`src/rtl/fp_div.sv`:
```
// fp_div: iterative single-precision divider (operand1 / operand2).
// Restoring radix-2 mantissa division, one quotient bit per clock.
// Normal inputs only, truncating, 8-bit wrapping exponent arithmetic.
//
//  state | meaning
//  ------+---------------------------------------------------------
//  IDLE  | waiting for start; result/div_by_zero hold last values
//  DIV   | 25 restoring iterations, cnt counts 24 down to 0
//  NORM  | normalise, apply special cases, register result, pulse done
module fp_div #(
  parameter int EXP_BIAS = 127
) (
  input  logic        clk,
  input  logic        rst_n,
  input  logic        start,
  input  logic [31:0] operand1,
  input  logic [31:0] operand2,
  output logic        busy,
  output logic        done,
  output logic [31:0] result,
  output logic        div_by_zero
);

  typedef enum logic [1:0] {
    IDLE = 2'd0,
    DIV  = 2'd1,
    NORM = 2'd2
  } state_t;

  localparam logic [7:0] BIAS8 = EXP_BIAS[7:0];

  state_t      state;
  logic [4:0]  cnt;
  logic [31:0] op1;
  logic [31:0] op2;
  logic [24:0] rem;
  logic [24:0] quot;

  logic [23:0] m1;
  logic [23:0] m2;
  logic        rem_ge;
  logic [23:0] rem_sub;
  logic [24:0] rem_next;
  logic        sign_res;
  logic [7:0]  exp_base;
  logic [7:0]  exp_res;
  logic [22:0] mant_res;
  logic [31:0] norm_word;
  logic        norm_dbz;

  assign m1 = {1'b1, op1[22:0]};
  assign m2 = {1'b1, op2[22:0]};

  // One restoring step; a successful subtraction leaves less than m2, so 24 bits suffice.
  always_comb begin
    rem_ge   = (rem >= {1'b0, m2});
    rem_sub  = rem[23:0] - m2;
    rem_next = rem_ge ? {rem_sub, 1'b0} : {rem[23:0], 1'b0};
  end

  // Normalisation and special-case selection for the NORM cycle.
  always_comb begin
    sign_res = op1[31] ^ op2[31];
    exp_base = op1[30:23] - op2[30:23] + BIAS8;
    if (quot[24]) begin
      exp_res  = exp_base;
      mant_res = quot[23:1];
    end else begin
      exp_res  = exp_base - 8'd1;
      mant_res = quot[22:0];
    end
    norm_dbz = 1'b0;
    if (op2 == 32'h0) begin
      norm_word = {sign_res, 8'hFF, 23'h0};
      norm_dbz  = 1'b1;
    end else if (op1 == 32'h0) begin
      norm_word = 32'h0;
    end else begin
      norm_word = {sign_res, exp_res, mant_res};
    end
  end

  // Control FSM with registered handshake and result outputs.
  always_ff @(posedge clk or negedge rst_n) begin
    if (!rst_n) begin
      state       <= IDLE;
      cnt         <= 5'd0;
      op1         <= 32'h0;
      op2         <= 32'h0;
      rem         <= 25'h0;
      quot        <= 25'h0;
      busy        <= 1'b0;
      done        <= 1'b0;
      result      <= 32'h0;
      div_by_zero <= 1'b0;
    end else begin
      done <= 1'b0;
      case (state)
        IDLE: begin
          if (start) begin
            op1   <= operand1;
            op2   <= operand2;
            rem   <= {1'b0, 1'b1, operand1[22:0]};
            quot  <= 25'h0;
            cnt   <= 5'd24;
            busy  <= 1'b1;
            state <= DIV;
          end
        end
        DIV: begin
          rem  <= rem_next;
          quot <= {quot[23:0], rem_ge};
          if (cnt == 5'd0) begin
            state <= NORM;
          end else begin
            cnt <= cnt - 5'd1;
          end
        end
        NORM: begin
          result      <= norm_word;
          div_by_zero <= norm_dbz;
          done        <= 1'b1;
          busy        <= 1'b0;
          state       <= IDLE;
        end
        default: begin
          state <= IDLE;
          busy  <= 1'b0;
        end
      endcase
    end
  end

endmodule

```
`config.mk`:
```
export PLATFORM = sky130hd
export DESIGN_NAME = fp_div
export DESIGN_NICKNAME = d
export VERILOG_FILES = /design/src/rtl/fp_div.sv
export SDC_FILE = /design/constraint.sdc
export NUM_CORES = 1
export LEC_CHECK = 0
export ABC_AREA = 1
export BUFFER_PORTS_ARGS = -buffer_cell sky130_fd_sc_hd__buf_4
export CELL_PAD_IN_SITES_DETAIL_PLACEMENT = 2
export CELL_PAD_IN_SITES_GLOBAL_PLACEMENT = 2
export CORE_AREA = 2 2 177 179
export CTS_CLUSTER_SIZE = 30
export DETAILED_ROUTE_END_ITERATION = 10
export DIE_AREA = 0 0 179 181
export GPL_TIMING_DRIVEN = 1
export PLACE_DENSITY = 0.8
export REMOVE_ABC_BUFFERS = 1
export SETUP_SLACK_MARGIN = 0.05
export SYNTH_ARGS = -nofsm -noshare
export SYNTH_HDL_FRONTEND = slang
export SYNTH_SLANG_ARGS = --single-unit
```
`constraint.sdc`:
```
create_clock -name clk -period 2.75 [get_ports clk]
set_clock_uncertainty 0.1 [all_clocks]
set_input_delay 0.1375 -clock clk [delete_from_list [all_inputs] [get_ports clk]]
set_output_delay 0.1375 -clock clk [all_outputs]
set_load 0.005 [all_outputs]
```
==> qor.yml <==
arrival_ps: 2760
yosysUniqueCellTypes: 37
ys_ff_latch: 156
drtIter0Drc: 420
fillers: 3553
end_kind: "register"
hold_viol: 0
final_cell_area_um2: 11500
cpMostUsedCell: "nand2_1"
grt_pass1_wl_um: 55500
clockBufferDepth: 2
multiInputGateArea_um2: 4300
final_cell_mix: "nand2_1, inv_1, dfrtp_1"
p_switching_uw: 8360
reg2reg_from: "op2[3]"
synth_mux_area_share_pct: 0
nNetsFinal: 1519
core_um2: 30300
firstDrtPassIters: 4
layout_commonest_cell: "nand2_1"
antenna_found_initial: 3
cp-startpoint: "op2[3]"
cap_violations: 0
clock-sinks: 156
cp-start-kind: "register"
setup_viol: 0
rsz0062_at_grt: "false"
ant_nets: 0
swShare_pct: 51.1
clk_latency_ps: 430
finalMaxSlewViolations: 0
p_per_area_nw_per_um2: 1420
io_pins: 102
internal-power_uw: 7990
setup.worst_path.class: "register to register"
rows: 64
slew-limit-headroom_pct: 19.0
cts_buffers: 17
setup_ws_ps: 209
cts.clk_slew.worst_paths_ps: 70
p_total_uw: 16400
ir_worst_vdd_v: 0.000498
drc: 0
drive_gt1_share_pct: 13.4
cp_slowest_cell: "dfrtp_1"
cts_tree: "built"
h-tree-depth: 4
grt_max_degree: 97
start_util_pct: 29.6
synth-edff-count: 0
io_buffers: 101
power_frac_comb_pct: 61.5
synth_compound_gate_area_share_pct: 7.88
dpl_cell_area_um2: 10300
grtUsageTotal_pct: 22.0
syn_inst: 1242
synth_flop_cell: "dfrtp_1"
drt-total-wl_um: 34300
synth_top_family_by_area: "simple AND/OR/NAND/NOR gates"
register_area_um2: 3900
period_share_pct: 92.4
crit_chain: "inv_1, ha_1, nand2_1, inv_1, nand2_1, nand2_1, nand2_1, nand3_2, nand3b_4, nand2_4, buf_4, nand2_1, nand3_1, nand2_1, nand2_1"
die_w_um: 179
max_freq_mhz: 393
power_frac_seq_pct: 24.3
yosysSeqAreaShare_pct: 43.4
whs_ps: 133
max_stage_delay_ps: 380
clkPwrFrac_pct: 14.2
cellLeakagePower_uw: 0.00606
yosys_warnings: 0
place_hpwl_um: 23100
critPathBufInv: 3
avgViaCountPerCell: 4.92
async_reset_ff_share_pct: 100
crit_required_ps: 2970
fp.dieArea_um2: 32400
outcome: "finished, final reports clean"
fin_tns_setup_ps: 0
area_growth_pct: 28.1
synthAdderAreaFrac_pct: 5.88
fin_crit_ps: 2540
crit_family: "simple AND/OR/NAND/NOR gates"
syn_avg_cell_area_um2: 7.23
clock-root-buffer: "clkbuf_16"
hold_path_class: "input port to async pin"
grt_pass1_vias: 10311
synthXorXnorAreaFrac_pct: 1.95
overflow: 0
tightest_slew_ps: 1210
r2r_setup_slack_ps: 210
wl_per_cell_um: 18.8
cp_max_fo: 11
netlist_area_um2: 8980
via_count: 8966
synth-simple-area-share_pct: 31.8
preCtsSetupSlack_ps: 119
die_h_um: 181
gp_congestion: 0.830
[cells by family (layout without fill, tap and decap cells)]
family | count (synthesis) | after routing
other | 0 | 3
xor gates and xnor gates | 20 | 20
and+or+nand+nor | 686 | 686
adders and majority gates | 41 | 41
DFF | 156 | 156
AOI/OAI and AO/OA | 131 | 131
buffers and inverters | 208 | 390
[cell type report]
class / instances / area share, %
Multi-Input combinational cell: 878 / 37.3
Sequential cell: 156 / 33.9
Timing Repair Buffer: 191 / 14.1
Inverter: 167 / 5.47
Tap cell: 396 / 4.31
Clock buffer: 18 / 3.82
Clock inverter: 14 / 0.978
Antenna cell: 3 / 0.0652
[per-layer routing]
metal	GRT usage, %	vias up	wire, um
met3	3.09	51	932
met2	39.9	141	18000
met5	0	-	0
li1	-	4245	-
met1	26.3	4529	14600
met4	7.32	0	770
[sequential cells by signal, summed over array words and instances, names as in the netlist]
name	cells
cnt	5
op2	32
result	32
rem	25
div_by_zero	1
busy	1
state	2
done	1
op1	32
quot	25
[cell usage after synthesis, types with 5 or more instances]
cell type  instances  share of area, %
o21ai_1            6              0.33
nor2_2             6              0.42
or2_2              7              0.49
a21oi_1           44               2.5
o22ai_1           24               1.7
buf_1              6              0.25
nor3_1             5              0.28
dfrtp_1          156                43
xnor2_1            9              0.88
nand4_1           17               1.2
inv_1            163               6.8
nand3_1           77               4.3
nor2_1            69               2.9
xor2_1            11               1.1
o21ai_0           49               2.7
nor4_1            10              0.70
ha_1              39               5.4
clkbuf_1          26               1.1
buf_2              6              0.33
nand2_1          482                20
nand3b_1           5              0.42
[power by group through the flow]
stage          Combinational, uW  Sequential, uW  Clock, uW
6_report                   10100            3980       2310
4_1_cts                     9910            3950       2370
5_1_grt                    11400            4100       2450
3_5_place_dp                9580            3970          0
3_3_place_gp                9090            3900          0
2_1_floorplan               6460            3840          0
[final timing paths]
path / endpoint / depth (start not counted)
worst max-delay path: rem[1] / 15
worst min-delay path: result[28] / 2
worst max register to register: rem[1] / 15
worst min register to register: op1[4] / 2
max in group asynchronous: rem[17] / 3
min in group clk: rem[14] / 6
[metrics by stage]
| stage | utilization [%] | std cells |
|---|---|---|
| after floorplan | - | 1201 |
| after global placement | 33.9 | 1722 |
| after detailed placement | 33.9 | 1722 |
| after CTS | 37.8 | 1819 |
| after global routing | 37.9 | 1823 |
| final | 37.9 | 1823 |
[repair_timing]
action | 4_1_cts | 5_1_grt
hold buffers | 65 | 0
setup buffers | 0 | 1
endpoints found under the setup margin | 0 | 30
hold endpoints to repair | 141 | 0
gates resized for setup | 0 | 7
No activity file was read; power rests on OpenSTA's default activity.
